===== src/rtl/spi_flash_arbiter_pkg.sv =====
// Shared definitions for the SPI flash read arbiter.
//   state_e   : arbiter FSM states
//   LEN_W_DEF : default width of the requester byte-length fields
//   MLEN_W    : width of the master bit-count field (m_words_to_read)
package spi_flash_arbiter_pkg;

    localparam int LEN_W_DEF = 15;
    localparam int MLEN_W    = 18;

    typedef enum logic [2:0] {
        ST_IDLE,
        ST_ISSUE,
        ST_STREAM,
        ST_ACK,
        ST_SETTLE
    } state_e;

endpackage


===== src/rtl/spi_flash_rr_arb.sv =====
// Two-way request arbiter with a last-served flag.
//   clk, reset  : clock, synchronous active-high reset
//   req_i[1:0]  : request vector {r1, r0}
//   upd_i       : pulse, record upd_idx_i as the last-served requester
//   upd_idx_i   : index of the requester just served
//   win_o       : index of the winning requester (valid when any req_i set)
module spi_flash_rr_arb
    import spi_flash_arbiter_pkg::*;
#(
    parameter bit RR_EN = 1'b1
) (
    input  logic       clk,
    input  logic       reset,
    input  logic [1:0] req_i,
    input  logic       upd_i,
    input  logic       upd_idx_i,
    output logic       win_o
);

    // Resets to 1 so that requester 0 wins the first contended round.
    logic last_q;

    always_ff @(posedge clk) begin
        if (reset) begin
            last_q <= 1'b1;
        end else if (upd_i) begin
            last_q <= upd_idx_i;
        end
    end

    always_comb begin
        win_o = 1'b0;
        if (req_i == 2'b11) begin
            win_o = RR_EN ? ~last_q : 1'b0;
        end else begin
            win_o = req_i[1] & ~req_i[0];
        end
    end

endmodule


===== src/rtl/spi_flash_arbiter.sv =====
// Arbitrates two byte-read requesters onto one SPI flash master.
//   clk, reset                 : clock, synchronous active-high reset
//   rN_req/rN_addr/rN_len      : requester read command (N=0,1)
//   rN_gnt/valid/data/done/err : requester grant, byte stream, completion
//   m_en/m_read_req/m_addr/
//   m_words_to_read/m_wr_data  : command to the SPI master
//   m_valid/m_rd_data/
//   m_end_transaction          : read stream and completion from the master
//   m_rd_ack                   : completion acknowledge to the master
module spi_flash_arbiter
    import spi_flash_arbiter_pkg::*;
#(
    parameter bit RR_EN = 1'b1,
    parameter int LEN_W = LEN_W_DEF
) (
    input  logic              clk,
    input  logic              reset,
    input  logic              r0_req,
    input  logic [23:0]       r0_addr,
    input  logic [LEN_W-1:0]  r0_len,
    output logic              r0_gnt,
    output logic              r0_valid,
    output logic [7:0]        r0_data,
    output logic              r0_done,
    output logic              r0_err,
    input  logic              r1_req,
    input  logic [23:0]       r1_addr,
    input  logic [LEN_W-1:0]  r1_len,
    output logic              r1_gnt,
    output logic              r1_valid,
    output logic [7:0]        r1_data,
    output logic              r1_done,
    output logic              r1_err,
    output logic              m_en,
    output logic              m_read_req,
    output logic [23:0]       m_addr,
    output logic [MLEN_W-1:0] m_words_to_read,
    output logic [7:0]        m_wr_data,
    input  logic              m_valid,
    input  logic [7:0]        m_rd_data,
    input  logic              m_end_transaction,
    output logic              m_rd_ack
);

    state_e             state_q;
    logic               idx_q;
    logic [1:0]         gnt_q;
    logic               done_q, err_q, m_en_q, ack_q;
    logic [23:0]        addr_q;
    logic [MLEN_W-1:0]  words_q;
    logic [LEN_W-1:0]   byte_cnt_q;  // observability only, no control effect

    logic               win;
    logic [23:0]        sel_addr;
    logic [LEN_W-1:0]   sel_len;
    logic               stream_v;

    spi_flash_rr_arb #(.RR_EN(RR_EN)) u_arb (
        .clk       (clk),
        .reset     (reset),
        .req_i     ({r1_req, r0_req}),
        .upd_i     (state_q == ST_ACK),
        .upd_idx_i (idx_q),
        .win_o     (win)
    );

    always_comb begin
        sel_addr = win ? r1_addr : r0_addr;
        sel_len  = win ? r1_len  : r0_len;
    end

    assign stream_v = (state_q == ST_STREAM) && m_valid;

    always_ff @(posedge clk) begin
        if (reset) begin
            state_q    <= ST_IDLE;
            idx_q      <= 1'b0;
            gnt_q      <= 2'b00;
            done_q     <= 1'b0;
            err_q      <= 1'b0;
            m_en_q     <= 1'b0;
            ack_q      <= 1'b0;
            addr_q     <= '0;
            words_q    <= '0;
            byte_cnt_q <= '0;
        end else begin
            // Strobe outputs are single-cycle unless re-asserted below.
            done_q <= 1'b0;
            err_q  <= 1'b0;
            m_en_q <= 1'b0;
            ack_q  <= 1'b0;
            case (state_q)
                ST_IDLE: begin
                    // Never start while the master is still ending a transfer.
                    if ((r0_req || r1_req) && !m_end_transaction) begin
                        idx_q      <= win;
                        gnt_q      <= win ? 2'b10 : 2'b01;
                        addr_q     <= sel_addr;
                        words_q    <= MLEN_W'({sel_len, 3'b000});
                        byte_cnt_q <= '0;
                        state_q    <= ST_ISSUE;
                        // Zero length is rejected in the ISSUE cycle, no master start.
                        if (sel_len == '0) begin
                            done_q <= 1'b1;
                            err_q  <= 1'b1;
                        end else begin
                            m_en_q <= 1'b1;
                        end
                    end
                end
                ST_ISSUE: begin
                    if (err_q) begin
                        gnt_q   <= 2'b00;
                        state_q <= ST_IDLE;
                    end else begin
                        state_q <= ST_STREAM;
                    end
                end
                ST_STREAM: begin
                    if (m_valid) byte_cnt_q <= byte_cnt_q + LEN_W'(1);
                    if (m_end_transaction) begin
                        ack_q   <= 1'b1;
                        done_q  <= 1'b1;
                        state_q <= ST_ACK;
                    end
                end
                ST_ACK: state_q <= ST_SETTLE;
                ST_SETTLE: begin
                    if (!m_end_transaction) begin
                        gnt_q   <= 2'b00;
                        state_q <= ST_IDLE;
                    end
                end
                default: state_q <= ST_IDLE;
            endcase
        end
    end

    assign r0_gnt   = gnt_q[0];
    assign r1_gnt   = gnt_q[1];
    assign r0_valid = stream_v & ~idx_q;
    assign r1_valid = stream_v &  idx_q;
    assign r0_data  = r0_valid ? m_rd_data : 8'h00;
    assign r1_data  = r1_valid ? m_rd_data : 8'h00;
    assign r0_done  = done_q & ~idx_q;
    assign r1_done  = done_q &  idx_q;
    assign r0_err   = err_q  & ~idx_q;
    assign r1_err   = err_q  &  idx_q;

    assign m_en            = m_en_q;
    assign m_read_req      = 1'b1;
    assign m_addr          = addr_q;
    assign m_words_to_read = words_q;
    assign m_wr_data       = 8'h00;
    assign m_rd_ack        = ack_q;

endmodule


===== config.mk =====
export PLATFORM = sky130hd
export DESIGN_NAME = spi_flash_arbiter
export DESIGN_NICKNAME = d
export VERILOG_FILES = /design/src/rtl/spi_flash_arbiter_pkg.sv /design/src/rtl/spi_flash_rr_arb.sv /design/src/rtl/spi_flash_arbiter.sv
export SDC_FILE = /design/constraint.sdc
export NUM_CORES = 1
export LEC_CHECK = 0
export ABC_AREA = 1
export ABC_CLOCK_PERIOD_IN_PS = 1470
export CAP_MARGIN = 20
export CORE_ASPECT_RATIO = 1.1
export CORE_MARGIN = 2
export CORE_UTILIZATION = 55
export DETAILED_ROUTE_END_ITERATION = 12
export DONT_BUFFER_PORTS = 1
export PLACE_DENSITY_LB_ADDON = 0.2
export SLEW_MARGIN = 20
export SYNTH_ARGS = -nofsm -noshare
export SYNTH_HDL_FRONTEND = slang
export SYNTH_HIERARCHICAL = 1
export SYNTH_SLANG_ARGS = --single-unit

===== constraint.sdc =====
create_clock -name clk -period 1.47 [get_ports clk]
set_clock_uncertainty 0.15 [all_clocks]
set_input_delay 0.2205 -clock clk [delete_from_list [all_inputs] [get_ports clk]]
set_output_delay 0.2205 -clock clk [all_outputs]
set_load 0.05 [all_outputs]

==> flow_summary.yaml, run 1 <==
outcome:
  status: "stopped before the end"
  stop_stage: "4_1_cts"
  first-error: "[ERROR DPL-0038] Utilization greater than 100%, impossible to legalize"
synthesis:
  synthArstFlopShare: 0
  yosys_warnings: 6
  netlist_top_cells_area: "dfxtp_1, nand2_1, nor2_1, o21ai_1, a31oi_1"
  ys_top_cells_by_count: "nand2_1, nor2_1, dfxtp_1"
  syn_inst: 366
  synth_top_flop_cell: "dfxtp_1"
  synth_area_per_cell_um2: 6.60
  yosysSeqAreaShare: 0.415
  yosys_register_bits: 50
  yosysTopAreaCellShare: 0.415
  synth-edff-count: 0
  synth_most_common_cell: "nand2_1"
  yosys.area.top_type: "dfxtp_1"
  synth_area_mm2: 0.00241
  synth.distinct_cells: 22
floorplan:
  start_util: 0.568
  die_h_um: 73.5
  dieWidth_um: 67.2
  ios: 169
  num_rows: 25
cts:
  htreeDepth: 2
  post_cts_buffers: 12
  post_cts_resized: 41
  cts_buffers: 5
  clockBufferDepth: 2
  cts_root_buffer: "clkbuf_8"
  cts_hold_buf: 50
  cts.sinks: 50
place:
  numPortBuffers: 0
  place_hpwl_um: 5630
  placed_area_mm2: 0.00342
  place_ws_ns: -0.264
  gp_congestion: 0.840
==> stage by stage <==
step / setup TNS, ns / hold slack (ns) / util / cells
detailed placement: -10.52 / 0.140 / 0.805 / 491
floorplan: -9.63 / 0.149 / - / 376
global placement: -5.56 / 0.141 / 0.805 / 491
==> cell families after synthesis <==
family | count (synthesis) | share of synthesized area
buffers and inverters | 64 | 0.124
AO/OA/AOI/OAI | 76 | 0.178
AND/OR/NAND/NOR | 174 | 0.281
flip-flops | 50 | 0.415
other | 2 | 0.00311
==> run 2: changes to the inputs <==
--- a/config.mk
+++ b/config.mk
@@ -6,14 +6,13 @@
 export NUM_CORES = 1
 export LEC_CHECK = 0
 export ABC_AREA = 1
-export ABC_CLOCK_PERIOD_IN_PS = 1470
+export ABC_CLOCK_PERIOD_IN_PS = 1900
 export CAP_MARGIN = 20
-export CORE_ASPECT_RATIO = 1.1
 export CORE_MARGIN = 2
-export CORE_UTILIZATION = 55
+export CORE_UTILIZATION = 40
 export DETAILED_ROUTE_END_ITERATION = 12
 export DONT_BUFFER_PORTS = 1
-export PLACE_DENSITY_LB_ADDON = 0.2
+export PLACE_DENSITY_LB_ADDON = 0.15
 export SLEW_MARGIN = 20
 export SYNTH_ARGS = -nofsm -noshare
 export SYNTH_HDL_FRONTEND = slang
==> constraint.sdc (replaced) <==
create_clock -name clk -period 1.9 [get_ports clk]
set_clock_uncertainty 0.15 [all_clocks]
set_input_delay 0.285 -clock clk [delete_from_list [all_inputs] [get_ports clk]]
set_output_delay 0.285 -clock clk [all_outputs]
set_load 0.05 [all_outputs]
==> flow_summary.yaml, run 2 <==
detailed_routing:
  met2_length_um: 3960
  vias: 2707
  via_per_inst: 5.08
  drt_first_pass_iters: 4
  wl_met3_um: 679
  drt-total-wl_um: 8120
  wl_met1_um: 3340
  drtIter0Drc: 122
  drc: 0
  avgRoutedWirePerCell_um: 15.2
  ant_nets: 0
  top_layer: "met4"
critical_path:
  crit_start: "state_q[0]"
  reg2reg_from: "state_q[0]"
  ff2ff_setup_slack_ns: 0.06
  r2r_cells: 11
  required_ns: 1.46
  r2r_end: "m_addr[0]"
  critical_path_class: "reg2out"
  endpoint_kind: "output port"
  start_kind: "flip-flop"
  critical_path.slowest_cell: "dfxtp_2"
  max_stage_delay_ns: 0.33
  crit_path_max_fanout: 8
  crit_arrival_ns: 1.57
  worstPathCellList: "nor2_2 -> inv_2 -> nor2_4 -> inv_4 -> nor3_4 -> inv_4 -> nor2_4 -> buf_12"
synthesis:
  ys_top_cells_by_count: "nand2_1, nor2_1, dfxtp_1"
  yosysSeqAreaShare: 0.415
  synth_most_common_cell: "nand2_1"
  yosys_register_bits: 50
  synth_top_flop_cell: "dfxtp_1"
  synth_top_family_by_area: "simple AND/OR/NAND/NOR gates"
  synth.distinct_cells: 22
  synth_area_per_cell_um2: 6.60
  synth-edff-count: 0
  syn_inst: 366
  yosysTopAreaCellShare: 0.415
  synth-compound-area-share: 0.178
  synth_simple_gate_area_share: 0.281
  synthArstFlopShare: 0
  synth-xor-area-share: 0
  yosys.area.top_type: "dfxtp_1"
  synth_fa_ha_area_frac: 0
  synthMuxAreaShare: 0
  netlist_top_cells_area: "dfxtp_1, nand2_1, nor2_1, o21ai_1, a31oi_1"
  yosys_warnings: 6
  synth_area_mm2: 0.00241
sta:
  rsz0062_at_grt: "yes"
  worstMarginPinSlew_ns: 0.558
  fin_setup_tns_ns: -1.59
  final_hold_viol_count: 0
  finalCritPeriodShare: 1.05
  setup_viol: 16
  fin_crit_ns: 2.00
  slew_headroom: 0.628
  max_freq_mhz: 499
  finalMaxSlewViolations: 0
  setup_ws_ns: -0.104
layout:
  final_cells: 533
  drive_above_1_share: 0.218
  diodes: 0
  largest_reg_flops: 24
  fin_util: 0.672
  nets: 549
  layout_common_cells: "nand2_1, dlygate4sd3_1, dfxtp_1"
  layout.cells.most_common: "nand2_1"
  syn_to_final_growth_pct: 63.9
worst_hold_path:
  min_path_cells: 2
  holdPathEnd: "m_addr[0]"
  holdCritPathClass: "in2reg"
  min-delay-start: "r0_addr[0]"
job:
  maxCapViolations: 0
floorplan:
  die_area_mm2: 0.00667
  die_h_um: 81.7
  core_mm2: 0.00589
  start_util: 0.410
  dieWidth_um: 81.7
  num_rows: 28
  ios: 169
place:
  dp.cells: 452
  gp_congestion: 0.871
  place_ws_ns: 0.0550
  numPortBuffers: 0
  place_hpwl_um: 4870
outcome:
  status: "finished with violations"
  violations: "negative setup slack"
cts:
  cts_buffers: 5
  clock_latency_ns: 0.30
  cts_tree: "yes"
  clockBufferDepth: 2
  htreeDepth: 2
  cts.sinks: 50
  cts_root_buffer: "clkbuf_8"
  clkTransAtPathRegs_ns: 0.09
power_and_ir_drop:
  power_density_mw_per_mm2: 850
  p_leak_nw: 1.72
  p_sw_mw: 1.41
  pwr-share-seq: 0.502
  irDropWorstVdd_v: 0.000515
  internal_power_mw: 1.96
  p_clk_frac: 0.191
  power_mw: 3.37
  p_sw_frac: 0.418
  combPwrFrac: 0.307
global_route:
  grt_pass1_vias: 2466
  grt.total_usage: 0.222
  grt_max_degree: 36
  overflow: 0
  grt_pass1_wl_um: 11600
  grt_antenna_before_repair: 0
## run 2: worst max path at each step
| stage | cells after the start | end | slack [ns] |
|---|---|---|---|
| after floorplan | 7 | r0_data[0] | -0.39 |
| after global placement | 8 | done_q | 0.11 |
| after detailed placement | 8 | done_q | 0.05 |
| after CTS | 8 | r0_data[4] | -0.07 |
| after global routing | 8 | r0_data[3] | -0.20 |
| final | 8 | r1_data[5] | -0.10 |
## run 2: cell families (layout without fill, tap and decap cells)
kind of cell,after synthesis,after routing
compound gates,76,76
other cells,2,12
flops,50,50
buf+inv,64,146
simple gates,174,174
## run 2: repair_timing
action,CTS,global route
gates resized for setup,3,21
setup buffers,6,14
pin swaps,2,2
gates cloned,0,6
hold buffers,48,0
endpoints found under the setup margin,17,25
endpoints found under the hold margin,36,0
## run 2: power by group through the flow
stage	combinational, mW	clock, mW	sequential [mW]
final	1.03	0.641	1.69
after CTS	0.789	0.665	1.69
after global routing	1.13	0.714	1.71
after floorplan	0.516	0	1.71
after detailed placement	0.672	0	1.71
after global placement	0.662	0	1.72
## run 2: metal layers
metal  up-vias  GRT usage
met5         -          0
met4         0     0.0783
met3        16     0.0736
met2       129      0.371
met1      1235      0.265
li1       1327          -
## run 2: stage by stage
stage	area (µm²)	hold WS (ns)
3_5_place_dp	3000	0.205
2_1_floorplan	2600	0.213
6_report	3960	0.0229
3_3_place_gp	3000	0.207
5_1_grt	3960	0.0148
4_1_cts	3630	0.00541
## run 2: cell type report
cell class,instances,area (µm²)
clock buffer,6,82.6
clock inverter,2,12.5
fill,483,1930
inverter,32,130
multi-input combinational,262,1330
sequential,50,1010
tap,75,93.8
timing repair buffer,106,1310
## run 2: critical path, delay by kind of cell (launching register included)
| kind | cells | cell delay (ns) |
|---|---|---|
| AND/OR/NAND/NOR | 4 | 0.53 |
| flip-flops | 1 | 0.33 |
| buffers and inverters | 4 | 0.40 |
Note: power is estimated with default switching activity, not from simulation.
